==> src/rtl/str_match_pkg.sv <==
// Shared definitions for the programmable string sequence matcher:
// character-class bit positions, FSM state encoding and config clamping.
package str_match_pkg;

    localparam int NCLS = 14;

    localparam int START_STOP  = 0;
    localparam int VOWEL       = 1;
    localparam int CONSONANT   = 2;
    localparam int UPPER       = 3;
    localparam int NUMBER      = 4;
    localparam int PUNCT_BASIC = 5;
    localparam int PUNCT_EXT   = 6;
    localparam int SPACE       = 7;
    localparam int TAB         = 8;
    localparam int NEWLINE     = 9;
    localparam int HEX_ALPHA   = 10;
    localparam int SIGN        = 11;
    localparam int UNDERSCORE  = 12;
    localparam int OTHER       = 13;

    typedef enum logic [2:0] {
        ST_IDLE  = 3'd0,
        ST_FIRST = 3'd1,
        ST_RUN   = 3'd2,
        ST_SKIP  = 3'd3,
        ST_DONE  = 3'd4
    } state_t;

    // A zero minimum would let a segment be skipped entirely; store it as 1.
    function automatic int unsigned clamp_min(input int unsigned mn);
        return (mn == 0) ? 1 : mn;
    endfunction

    function automatic int unsigned clamp_max(input int unsigned mx, input int unsigned mn);
        return (mx < mn) ? mn : mx;
    endfunction

    function automatic int unsigned clamp_nseg(input int unsigned n, input int unsigned max_seg);
        if (n == 0) return 1;
        if (n > max_seg) return max_seg;
        return n;
    endfunction

endpackage

==> src/rtl/str_seg_table.sv <==
// Pattern register file: MAX_SEG entries of class mask plus min/max repeat,
// and the active segment count. Writes are clamped; reads entries i and i+1.
module str_seg_table
    import str_match_pkg::*;
#(
    parameter int MAX_SEG = 4,
    parameter int CNT_W   = 4,
    parameter int NCLS    = str_match_pkg::NCLS
) (
    input  logic                       clk,
    input  logic                       rst,
    input  logic                       wr_en,
    input  logic                       cfg_we,
    input  logic [$clog2(MAX_SEG)-1:0] cfg_idx,
    input  logic [NCLS-1:0]            cfg_mask,
    input  logic [CNT_W-1:0]           cfg_min,
    input  logic [CNT_W-1:0]           cfg_max,
    input  logic                       cfg_nseg_we,
    input  logic [$clog2(MAX_SEG):0]   cfg_nseg,
    input  logic [$clog2(MAX_SEG)-1:0] rd_idx,
    output logic [NCLS-1:0]            mask_a,
    output logic [CNT_W-1:0]           min_a,
    output logic [CNT_W-1:0]           max_a,
    output logic [NCLS-1:0]            mask_b,
    output logic [$clog2(MAX_SEG):0]   nseg
);

    localparam int SEG_W  = $clog2(MAX_SEG);
    localparam int NSEG_W = SEG_W + 1;

    logic [NCLS-1:0]   mask_q [MAX_SEG];
    logic [CNT_W-1:0]  min_q  [MAX_SEG];
    logic [CNT_W-1:0]  max_q  [MAX_SEG];
    logic [NSEG_W-1:0] nseg_q;

    logic [CNT_W-1:0]  wr_min;
    logic [CNT_W-1:0]  wr_max;
    logic [NSEG_W-1:0] wr_nseg;
    logic [SEG_W-1:0]  rd_idx_b;

    always_comb begin
        wr_min  = CNT_W'(clamp_min(32'(cfg_min)));
        wr_max  = CNT_W'(clamp_max(32'(cfg_max), 32'(wr_min)));
        wr_nseg = NSEG_W'(clamp_nseg(32'(cfg_nseg), MAX_SEG));
    end

    // Bit 0 (start_stop) is cleared on write so a terminator never matches a segment.
    always_ff @(posedge clk or posedge rst) begin
        if (rst) begin
            for (int k = 0; k < MAX_SEG; k++) begin
                mask_q[k] <= '0;
                min_q[k]  <= CNT_W'(1);
                max_q[k]  <= CNT_W'(1);
            end
            nseg_q <= NSEG_W'(1);
        end else begin
            if (wr_en && cfg_we) begin
                mask_q[cfg_idx] <= cfg_mask & ~NCLS'(1);
                min_q[cfg_idx]  <= wr_min;
                max_q[cfg_idx]  <= wr_max;
            end
            if (wr_en && cfg_nseg_we) begin
                nseg_q <= wr_nseg;
            end
        end
    end

    // Entry i+1 wraps at the top index; the matcher only uses it when i < nseg-1.
    assign rd_idx_b = rd_idx + SEG_W'(1);
    assign mask_a   = mask_q[rd_idx];
    assign min_a    = min_q[rd_idx];
    assign max_a    = max_q[rd_idx];
    assign mask_b   = mask_q[rd_idx_b];
    assign nseg     = nseg_q;

endmodule

==> src/rtl/str_seq_matcher.sv <==
// Programmable segment/repeat string recogniser over pre-classified characters.
// Optional verdict statistics (n_acc/n_rej) under STR_SEQ_MATCHER_STATS_EN.
module str_seq_matcher #(
    parameter int MAX_SEG = 4,
    parameter int CNT_W   = 4,
    parameter int NCLS    = str_match_pkg::NCLS
) (
    input  logic                       clk,
    input  logic                       rst,
    input  logic                       valid,
    input  logic [NCLS-1:0]            cls,
    input  logic                       cfg_we,
    input  logic [$clog2(MAX_SEG)-1:0] cfg_idx,
    input  logic [NCLS-1:0]            cfg_mask,
    input  logic [CNT_W-1:0]           cfg_min,
    input  logic [CNT_W-1:0]           cfg_max,
    input  logic                       cfg_nseg_we,
    input  logic [$clog2(MAX_SEG):0]   cfg_nseg,
    output logic                       busy,
    output logic                       res_valid,
    output logic                       res_match,
`ifdef STR_SEQ_MATCHER_STATS_EN
    output logic [15:0]                n_acc,
    output logic [15:0]                n_rej,
`endif
    output logic [$clog2(MAX_SEG)-1:0] res_seg
);

    import str_match_pkg::*;

    localparam int SEG_W  = $clog2(MAX_SEG);
    localparam int NSEG_W = SEG_W + 1;

    state_t            state_q, state_d;
    logic [SEG_W-1:0]  i_q, i_d;
    logic [CNT_W-1:0]  c_q, c_d;
    logic              match_q, match_d;
    logic [SEG_W-1:0]  seg_q, seg_d;

    logic [NCLS-1:0]   mask_a, mask_b;
    logic [CNT_W-1:0]  min_a, max_a;
    logic [NSEG_W-1:0] nseg;

    logic is_ss, hit_cur, hit_nxt, has_next, is_last, min_ok, room;

    str_seg_table #(
        .MAX_SEG (MAX_SEG),
        .CNT_W   (CNT_W),
        .NCLS    (NCLS)
    ) u_table (
        .clk         (clk),
        .rst         (rst),
        .wr_en       (state_q == ST_IDLE),
        .cfg_we      (cfg_we),
        .cfg_idx     (cfg_idx),
        .cfg_mask    (cfg_mask),
        .cfg_min     (cfg_min),
        .cfg_max     (cfg_max),
        .cfg_nseg_we (cfg_nseg_we),
        .cfg_nseg    (cfg_nseg),
        .rd_idx      (i_q),
        .mask_a      (mask_a),
        .min_a       (min_a),
        .max_a       (max_a),
        .mask_b      (mask_b),
        .nseg        (nseg)
    );

    assign is_ss    = cls[START_STOP];
    assign hit_cur  = |(cls & mask_a);
    assign hit_nxt  = |(cls & mask_b);
    assign has_next = ({1'b0, i_q} + NSEG_W'(1)) < nseg;
    assign is_last  = {1'b0, i_q} == (nseg - NSEG_W'(1));
    assign min_ok   = c_q >= min_a;
    assign room     = c_q < max_a;

    always_ff @(posedge clk or posedge rst) begin
        if (rst) begin
            state_q <= ST_IDLE;
            i_q     <= '0;
            c_q     <= '0;
            match_q <= 1'b0;
            seg_q   <= '0;
        end else begin
            state_q <= state_d;
            i_q     <= i_d;
            c_q     <= c_d;
            match_q <= match_d;
            seg_q   <= seg_d;
        end
    end

    always_comb begin
        state_d = state_q;
        i_d     = i_q;
        c_d     = c_q;
        match_d = match_q;
        seg_d   = seg_q;
        case (state_q)
            ST_IDLE: begin
                if (valid && is_ss) begin
                    state_d = ST_FIRST;
                    i_d     = '0;
                    c_d     = '0;
                end
            end
            ST_FIRST: begin
                if (valid) begin
                    if (hit_cur) begin
                        state_d = ST_RUN;
                        i_d     = '0;
                        c_d     = CNT_W'(1);
                    end else begin
                        // Empty string rejects now; a stray first character waits for its \0.
                        state_d = is_ss ? ST_DONE : ST_SKIP;
                        match_d = 1'b0;
                        seg_d   = '0;
                    end
                end
            end
            ST_RUN: begin
                if (valid) begin
                    // Greedy: another repeat of seg i beats advancing to seg i+1.
                    if (hit_cur && room) begin
                        c_d = c_q + CNT_W'(1);
                    end else if (min_ok && has_next && hit_nxt) begin
                        i_d = i_q + SEG_W'(1);
                        c_d = CNT_W'(1);
                    end else if (is_ss && min_ok && is_last) begin
                        state_d = ST_DONE;
                        match_d = 1'b1;
                        seg_d   = '0;
                    end else begin
                        state_d = is_ss ? ST_DONE : ST_SKIP;
                        match_d = 1'b0;
                        seg_d   = i_q;
                    end
                end
            end
            ST_SKIP: begin
                if (valid && is_ss) begin
                    state_d = ST_DONE;
                end
            end
            ST_DONE: begin
                state_d = ST_IDLE;
            end
            default: begin
                state_d = ST_IDLE;
            end
        endcase
    end

    assign busy      = (state_q == ST_FIRST) || (state_q == ST_RUN) || (state_q == ST_SKIP);
    assign res_valid = (state_q == ST_DONE);
    assign res_match = match_q;
    assign res_seg   = seg_q;

`ifdef STR_SEQ_MATCHER_STATS_EN
    always_ff @(posedge clk or posedge rst) begin
        if (rst) begin
            n_acc <= '0;
            n_rej <= '0;
        end else if (state_q == ST_DONE) begin
            if (match_q) begin
                if (n_acc != 16'hFFFF) n_acc <= n_acc + 16'd1;
            end else begin
                if (n_rej != 16'hFFFF) n_rej <= n_rej + 16'd1;
            end
        end
    end
`endif

endmodule

==> config.mk <==
export PLATFORM = sky130hd
export DESIGN_NAME = str_seq_matcher
export DESIGN_NICKNAME = d
export VERILOG_FILES = /design/src/rtl/str_match_pkg.sv /design/src/rtl/str_seg_table.sv /design/src/rtl/str_seq_matcher.sv
export SDC_FILE = /design/constraint.sdc
export NUM_CORES = 1
export LEC_CHECK = 0
export ABC_CLOCK_PERIOD_IN_PS = 5400
export CAP_MARGIN = 10
export CELL_PAD_IN_SITES_DETAIL_PLACEMENT = 2
export CELL_PAD_IN_SITES_GLOBAL_PLACEMENT = 2
export CORE_AREA = 3 3 123 125
export CTS_CLUSTER_DIAMETER = 60
export DETAILED_ROUTE_END_ITERATION = 8
export DIE_AREA = 0 0 126 128
export PLACE_DENSITY = 0.79
export SETUP_SLACK_MARGIN = 0.1
export SYNTH_ARGS = -nofsm -noshare
export SYNTH_HDL_FRONTEND = slang
export SYNTH_SLANG_ARGS = --single-unit
==> constraint.sdc <==
create_clock -name clk -period 5.4 [get_ports clk]
set_clock_uncertainty 0.2 [all_clocks]
set_input_delay 1.08 -clock clk [delete_from_list [all_inputs] [get_ports clk]]
set_output_delay 1.08 -clock clk [all_outputs]
set_load 0.01 [all_outputs]
==> impl_metrics.json, run 1 <==
{
  "ys.flop_type": "dfrtp_1",
  "synth.distinct_cells": 55,
  "dieWidth_microns": 126,
  "postRouteAntennaNets": 0,
  "worst_path_largest_cell_delay_ns": 0.60,
  "fin_util_pct": 46.3,
  "pre_cts_ws_ns": 1.40,
  "clk_latency_ns": 0.36,
  "ys_seq_area_share_pct": 45.4,
  "gp_congestion": 0.783,
  "cp_max_fo": 41,
  "rsz0062_at_grt": "false",
  "place_area_sq_um": 6150,
  "max-vdd-ir-drop_v": 0.000243,
  "cts_buffers": 9,
  "htreeDepth": 3,
  "crit_top_cell": "a21o_1",
  "port_buffers": 49,
  "hp-class": "reg -> reg",
  "drive_above_1_share_pct": 29.4,
  "drv_cap": 0,
  "wire_per_inst_microns": 23.0,
  "synth_top_area_cell": "dfrtp_1",
  "p_leak_uw": 0.00274,
  "status": "completed",
  "worstPathCellList": "buf_4 > mux4_2 > ha_1 > nand2b_1 > a21o_1 > a21o_1 > a21oi_1 > a2111oi_4 > o31ai_4 > or4_1 > nand3_1",
  "drv_slew": 0,
  "clock-sinks": 99,
  "grt_use_total_pct": 20.8,
  "io_pins": 51,
  "num_antenna_cells": 0,
  "grt.overflow.total": 0,
  "post-route-period-util_pct": 72.2,
  "grt_first_pass_wirelength_mm": 26.2,
  "setup_viol": 0,
  "netlist_area_sq_um": 5480,
  "dp_hpwl_mm": 10.7,
  "postLayoutCellArea_sq_um": 6470,
  "min_period_ns": 3.90,
  "synth_fp_nets": 517,
  "slew_headroom_pct": 29.9,
  "synthesis.instances": 455,
  "cpMaxStageDelayCell": "mux4_2",
  "core-area_sq_um": 14000,
  "cts_setup_buffers": 0,
  "finalHoldViolCount": 0,
  "tns_ns": 0,
  "drc_errors": 0,
  "root_buffer": "clkbuf_16",
  "fin_ws_ns": 1.50,
  "drtIter0Drc": 214,
  "critPathRequiredTime_ns": 5.49,
  "grt_pass1_vias": 4529,
  "worst_pin_slew_ns": 1.05,
  "worstSetupEndpointType": "register",
  "cts_resized": 0,
  "path_class": "reg -> reg",
  "yosys-top-cells-area": "dfrtp_1 41%, mux2_2 17%, mux4_2 7.4%",
  "grt_max_degree": 60,
  "synth_seq_cells": 99,
  "cp.arrival_ns": 3.99,
  "antenna_found_initial": 0,
  "start_kind": "register",
  "via_per_inst": 5.59,
  "cts.path.max_buffers": 2,
  "rows": 43,
  "numPlacedInstances": 671,
  "ys_warn_count": 0,
  "die_h_microns": 128,
  "num_vias": 3843,
  "final_nets": 564,
  "clk_pin_slew_ns": 0.07,
  "areaGrowthSynthToFinish_pct": 18.2,
  "initial_core_util_pct": 39.2,
  "synth_top_cell_area_share_pct": 41.1,
  "max_freq_mhz": 257,
  "dieArea_sq_um": 16100,
  "drt_first_pass_iters": 4,
  "stdcell_count": 687,
  "cts_hold_repair.buffers": 0,
  "synth_area_per_cell_sq_um": 12.0,
  "synth_edf_count": 0,
  "routed_wl_mm": 15.8,
  "powerDensity_nw_per_um2": 596,
  "async_flop_share_pct": 100,
  "cts_tree": "yes"
}
-- registers in the layout, indices dropped and copies added, names as in the netlist --
signal and cells:
u_table.max_q 16, state_q 3, u_table.nseg 3, i_q 2, c_q 4, res_match 1, u_table.min_q 16, res_seg 2
u_table.mask_q 52
-- where the power goes --
group	internal (uW)	switching, uW
Combinational	887	858
Sequential	1120	278
Clock	419	298
-- per-layer routing --
metal / global-route usage [%] / vias up / part of all wire, %
met5: 0 / - / 0
met4: 6.81 / 0 / 1.4
li1: - / 1768 / -
met2: 36.4 / 51 / 51
met3: 2.29 / 11 / 1.7
met1: 27.1 / 2013 / 46
-- worst max-delay path: cells and delay by family (launching register included) --
family                     cells  cell delay, ns
AOI/OAI and AO/OA              5            1.12
and+or+nand+nor                3            0.71
muxes                          1            0.60
buffers and inverters          1            0.55
DFF                            1            0.36
adders and majority gates      1            0.28
-- cells in the mapped netlist (all sizes together) (3+ instances only) --
cell / instances
dfrtp: 90
mux2: 86
nand2: 41
o21ai: 30
inv: 21
mux4: 18
ha: 16
a21oi: 13
mux2i: 13
nor2: 13
clkbuf: 11
buf: 10
nand3: 10
a22oi: 9
dfstp: 9
nand2b: 5
nor2b: 5
a21o: 4
a22o: 3
a31oi: 3
and2: 3
and3: 3
nand4: 3
nor3: 3
o211ai: 3
o32ai: 3
or3: 3
-- stage by stage --
stage	total power (uW)	hold WS, ns
6_report	3860	0.286
5_1_grt	4130	0.309
4_1_cts	3890	0.290
3_5_place_dp	3130	0.278
3_3_place_gp	2980	0.259
2_1_floorplan	2630	0.245
-- worst paths after layout --
kind / startpoint / endpoint / slack (ns) / cells after the start
worst max-delay path: i_q[0] / c_q[3] / 1.50 / 11
worst min-delay path: u_table.min_q[8] / u_table.min_q[8] / 0.29 / 2
worst max register to register: i_q[0] / c_q[3] / 1.50 / 11
worst min register to register: u_table.min_q[8] / u_table.min_q[8] / 0.29 / 2
max in group asynchronous: rst / u_table.max_q[8] / 2.83 / 3
min in group asynchronous: rst / u_table.mask_q[15] / 1.07 / 2
-- final cells by class --
type / count / area, sq um
Clock buffer: 10 / 239
Clock inverter: 6 / 88.8
Fill cell: 1419 / 7510
Inverter: 21 / 80.1
Multi-Input combinational cell: 314 / 2800
Sequential cell: 99 / 2490
Tap cell: 180 / 225
Timing Repair Buffer: 57 / 551
-- cells by family after synthesis --
family / synth area share (%)
mux: 27.7
flops: 45.4
simple gates: 9.18
compound gates: 10.2
buf+inv: 3.50
fa+ha+maj: 3.66
xor+xnor: 0.320
-- cell usage in the layout, fill, tap and decap left out, drive strengths merged, types with 10 or more instances in the layout --
cell type       n
a21oi          13
clkbuf         10
clkdlybuf4s50  49
dfrtp          90
ha             16
inv            20
mux2           86
mux2i          13
mux4           18
nand2          41
nand3          10
nor2           13
o21ai          30
Power figures use the tool's default switching activity.
==> run 2: changes to the inputs <==
ABC_CLOCK_PERIOD_IN_PS = 3200   (was 5400)
CORE_AREA = 3 3 128 130   (was 3 3 123 125)
DIE_AREA = 0 0 131 133   (was 0 0 126 128)
PLACE_DENSITY = 0.77   (was 0.79)
clock period = 3.2 ns   (was 5.4 ns; I/O delays follow)
==> run 2 against run 1 <==
- the flow now finishes with violations (setup timing)
- final area up 9.4%
- final cell count up 11%
- power up 89%
- via count up 8.5%
- utilization up 0.12 points
==> impl_metrics.json, run 2 (same netlist as run 1, synthesis figures left out) <==
{
  "status": "complete, but fails checks",
  "violations": "setup timing",
  "grt_first_pass_wirelength_mm": 28.1,
  "fin_ws_ns": -0.130,
  "place_area_sq_um": 6430,
  "rsz0062_at_grt": "true",
  "powerDensity_nw_per_um2": 1030,
  "numPlacedInstances": 726,
  "worst_pin_slew_ns": 0.760,
  "drive_above_1_share_pct": 39.4,
  "setup_viol": 10,
  "critPathRequiredTime_ns": 3.24,
  "clk_pin_slew_ns": 0.07,
  "start_kind": "register",
  "drv_slew": 0,
  "areaGrowthSynthToFinish_pct": 29.3,
  "hp-class": "reg -> reg",
  "dieWidth_microns": 131,
  "top_register": "u_table.mask_q",
  "reg_top3": "u_table.mask_q (52), u_table.max_q (16), u_table.min_q (16)",
  "io_pins": 51,
  "max_freq_mhz": 300,
  "clock-sinks": 99,
  "holdWs_ns": 0.289,
  "pre_cts_ws_ns": -0.194,
  "rows": 45,
  "path_class": "reg -> reg",
  "drtIter0Drc": 213,
  "htreeDepth": 3,
  "min_period_ns": 3.33,
  "drt_first_pass_iters": 4,
  "drc_errors": 0,
  "die_h_microns": 133,
  "grt_pass1_vias": 4740,
  "p_leak_uw": 0.00301,
  "final_nets": 611,
  "finalHoldViolCount": 0,
  "fin_util_pct": 46.4,
  "hp-start": "u_table.min_q[6]",
  "post-route-period-util_pct": 104,
  "routed_wl_mm": 18.0,
  "grt_max_degree": 42,
  "mostFrequentLayoutCell": "dfrtp_1",
  "cp_max_fo": 10,
  "r2r_start": "i_q[0]",
  "cts_tree": "yes",
  "initial_core_util_pct": 35.9,
  "via_per_inst": 5.45,
  "cts_buffers": 9,
  "root_buffer": "clkbuf_16",
  "postLayoutCellArea_sq_um": 7080,
  "postRouteAntennaNets": 0,
  "stdcell_count": 765,
  "grt.overflow.total": 0,
  "port_buffers": 49,
  "crit_start": "i_q[0]",
  "gp_congestion": 0.798,
  "num_vias": 4170,
  "wire_per_inst_microns": 23.5,
  "core-area_sq_um": 15300,
  "dp_hpwl_mm": 11.0,
  "max-vdd-ir-drop_v": 0.000341,
  "cts.path.max_buffers": 2,
  "num_antenna_cells": 0,
  "cp.arrival_ns": 3.37,
  "dieArea_sq_um": 17400,
  "grt_use_total_pct": 21.3,
  "drv_cap": 0,
  "final_cell_mix": "89 x dfrtp_1, 83 x mux2_2, 49 x clkdlybuf4s50_1, 40 x buf_4, 37 x nand2_1",
  "clk_latency_ns": 0.36,
  "worstSetupEndpointType": "register",
  "antenna_found_initial": 0,
  "largest_register_ffs": 52,
  "slew_headroom_pct": 49.2
}
[run 2: cell count changes in the layout (fill, tap and decap cells not counted), moves of 3 or more]
cell     change
a21oi_2      +3
buf_12       +6
buf_6        +7
nand2_1      -3
a21oi_1      -4
ha_1         -3
buf_4       +32
ha_4         +3
nand2_2      +3
[run 2: critical path: stages, from the launching register on]
cell and delay (ns):
dfrtp_2 0.45, ha_4 0.33, buf_12 0.14, mux4_2 0.51, a222oi_1 0.47, and3_4 0.30
a2111oi_4 0.08, buf_4 0.17, o211ai_2 0.24, mux2_4 0.33
[run 2: what timing repair did]
| item | in CTS | in global routing |
|---|---|---|
| setup endpoints to repair | 12 | 12 |
| hold buffers | 0 | 0 |
| buffers inserted | 16 | 6 |
| cloned | 1 | 0 |
| gates resized for setup | 36 | 6 |
| pin swaps | 21 | 11 |
[run 2: per-layer routing]
layer / global-route usage (%) / vias up / routed length (microns) / share of wire (%)
met5: 0 / - / 0 / 0
met4: 4.06 / 0 / 237 / 1.3
met3: 4.32 / 14 / 407 / 2.3
met2: 36.3 / 65 / 9350 / 52
met1: 28.1 / 2223 / 8010 / 44
li1: - / 1868 / - / -
[run 2: where the power goes]
| part | switching [uW] | internal (uW) | total (uW) |
|---|---|---|---|
| combinational | 1820 | 2060 | 3880 |
| sequential | 480 | 1890 | 2370 |
| clock | 506 | 552 | 1060 |
[run 2: final timing paths]
kind                               endpoint  slack [ns]  cells past startpoint
setup reg to reg                     i_q[0]       -0.13                      9
max in group asynchronous  u_table.min_q[8]        1.51                      3
setup / recovery                     i_q[0]       -0.13                      9
hold reg to reg            u_table.min_q[6]        0.29                      2
hold / removal             u_table.min_q[6]        0.29                      2
min in group asynchronous        state_q[2]        0.55                      2
[run 2: per-stage QoR]
stage / power [uW] / setup TNS [ns]
2_1_floorplan: 4480 / -0.300
3_3_place_gp: 5260 / -0.309
3_5_place_dp: 5490 / -0.952
4_1_cts: 7060 / -0.0187
5_1_grt: 7750 / -1.55
6_report: 7310 / -0.967
[run 2: final cells by class]
class / count / area, sq um
inverter: 21 / 82.6
clock inverter: 5 / 36.3
sequential: 99 / 2490
fill: 1525 / 8180
tap: 211 / 264
clock buffer: 11 / 243
timing repair buffer: 104 / 1030
multi-input combinational: 314 / 2930
==> run 3: changes to the inputs <==
ABC_CLOCK_PERIOD_IN_PS = 3300   (was 3200)
CORE_AREA = 3 3 123 125   (was 3 3 128 130)
DIE_AREA = 0 0 126 128   (was 0 0 131 133)
PLACE_DENSITY = 0.79   (was 0.77)
clock period = 3.3 ns   (was 3.2 ns; I/O delays follow)
==> run 3 against run 2 <==
- the flow still finishes with violations (setup timing)
- clock power is essentially flat
- final cell count down 4.8%
- sequential power about the same
- combinational power fell by 4%
- register-to-register slack better by 0.03 ns
- die area down 7.4%
- largest cell class unchanged
==> impl_metrics.json, run 3 (same netlist as run 1, synthesis figures left out) <==
{
  "mostFrequentLayoutCell": "dfrtp_1",
  "port_buffers": 49,
  "cts_hold_repair.buffers": 0,
  "worst_pin_slew_ns": 0.547,
  "grt_use_total_pct": 23.8,
  "clk_pin_slew_ns": 0.07,
  "drv_slew": 0,
  "postRouteAntennaNets": 0,
  "num_antenna_cells": 0,
  "min_period_ns": 3.40,
  "crit_buf_inv": 2,
  "largest_register_ffs": 52,
  "htreeDepth": 3,
  "root_buffer": "clkbuf_16",
  "grt_max_degree": 30,
  "hp-start": "u_table.min_q[2]",
  "cts_buffers": 9,
  "cp_max_fo": 5,
  "post-route-period-util_pct": 103,
  "cpMaxStageDelayCell": "a222oi_1",
  "p_leak_uw": 0.00298,
  "r2r-end": "res_seg[1]",
  "ff2ff_path_depth": 10,
  "grt_first_pass_wirelength_mm": 29.2,
  "cts.path.max_buffers": 2,
  "reg_top3": "u_table.mask_q (52), u_table.max_q (16), u_table.min_q (16)",
  "final_cell_mix": "89 x dfrtp_1, 83 x mux2_2, 49 x clkdlybuf4s50_1, 39 x nand2_1, 34 x buf_4",
  "fin_ws_ns": -0.101,
  "antenna_found_initial": 0,
  "areaGrowthSynthToFinish_pct": 27.4,
  "worstSetupEndpointType": "register",
  "via_per_inst": 5.73,
  "rsz0062_at_grt": "true",
  "grt_pass1_vias": 4809,
  "rows": 43,
  "slew_headroom_pct": 63.6,
  "io_pins": 51,
  "clk_latency_ns": 0.36,
  "drive_above_1_share_pct": 37.0,
  "drv_cap": 0,
  "crit_family": "multiplexers",
  "dieArea_sq_um": 16100,
  "path_class": "reg -> reg",
  "r2r_start": "i_q[0]",
  "dp_hpwl_mm": 11.4,
  "crit_cells": 10,
  "violations": "setup timing",
  "initial_core_util_pct": 39.2,
  "routed_wl_mm": 18.5,
  "hold_path_depth": 2,
  "worstPathCellList": "ha_4 > buf_12 > mux4_2 > a222oi_1 > and3_4 > a2111oi_4 > buf_6 > o21ai_4 > nand2_4 > mux2_4",
  "worst_path_largest_cell_delay_ns": 0.54,
  "num_vias": 4170,
  "grt.overflow.total": 0,
  "hp-class": "reg -> reg",
  "powerDensity_nw_per_um2": 1020,
  "core-area_sq_um": 14000,
  "gp_congestion": 0.811,
  "cts_tree": "yes",
  "top_register": "u_table.mask_q",
  "die_h_microns": 128,
  "setup_viol": 9,
  "drtIter0Drc": 190,
  "status": "complete, but fails checks",
  "reg2reg_slack_ns": -0.10,
  "tns_ns": -0.499,
  "drc_errors": 0,
  "start_kind": "register",
  "dieWidth_microns": 126,
  "drt_first_pass_iters": 4,
  "max_freq_mhz": 294,
  "critPathRequiredTime_ns": 3.34,
  "pre_cts_ws_ns": -0.159,
  "holdPathEnd": "u_table.min_q[2]",
  "max-vdd-ir-drop_v": 0.000358,
  "finalHoldViolCount": 0,
  "wire_per_inst_microns": 25.4,
  "cp.arrival_ns": 3.44,
  "final_nets": 605,
  "clock-sinks": 99
}
==> run 3: cell count changes in the layout (fill, tap and decap cells not counted), sizes merged <==
cell,previous run,this run
buf,55,48
bufbuf,0,1
clkbuf,11,13
clkinv,4,1
clkinvlp,1,2
==> run 3: cell type report <==
type	count	area [sq um]
Multi-Input combinational cell	314	2900
Clock inverter	3	21.3
Clock buffer	13	260
Inverter	21	82.6
Tap cell	180	225
Sequential cell	99	2490
Timing Repair Buffer	98	997
Fill cell	1376	7010
==> run 3: worst max path at each step <==
| stage | start | endpoint |
|---|---|---|
| finish | i_q[0] | res_seg[1] |
| CTS | i_q[0] | res_seg[1] |
| global placement | cls[10] | res_seg[0] |
| global route | i_q[0] | res_seg[0] |
| detailed placement | cls[6] | c_q[2] |
| floorplan | i_q[0] | c_q[3] |
==> run 3: what timing repair did <==
item | 4_1_cts | 5_1_grt
gates resized for setup | 22 | 7
setup endpoints to repair | 12 | 12
pin swaps | 12 | 6
setup buffers | 14 | 0
cloned | 1 | 0
==> run 3: power breakdown <==
part           internal, uW  switching, uW
Combinational          1980           1740
Sequential             1830            515
Clock                   556            493
==> run 3: routing by layer <==
metal | global-route usage, % | wire, microns | vias to the layer above
met5 | 0 | 0 | -
met3 | 3.17 | 454 | 36
li1 | - | - | 1862
met2 | 43.7 | 9960 | 75
met4 | 8.77 | 459 | 0
met1 | 28.6 | 7630 | 2197
==> run 3: per-stage QoR <==
stage / std cells / hold WS [ns] / power [uW] / cell area (sq um) / util (%)
global placement: 697 / 0.257 / 5150 / 6400 / 45.7
global route: 728 / 0.316 / 7530 / 6980 / 49.9
CTS: 728 / 0.286 / 6930 / 6940 / 49.6
detailed placement: 697 / 0.270 / 5410 / 6400 / 45.7
finish: 728 / 0.283 / 7110 / 6980 / 49.9
floorplan: 455 / 0.245 / 4340 / 5510 / -
==> run 3: tightest hold or removal path, stage by stage (launching register included) <==
cell and delay (ns):
dfrtp_1 0.34, nand2_1 0.05, o21ai_0 0.06
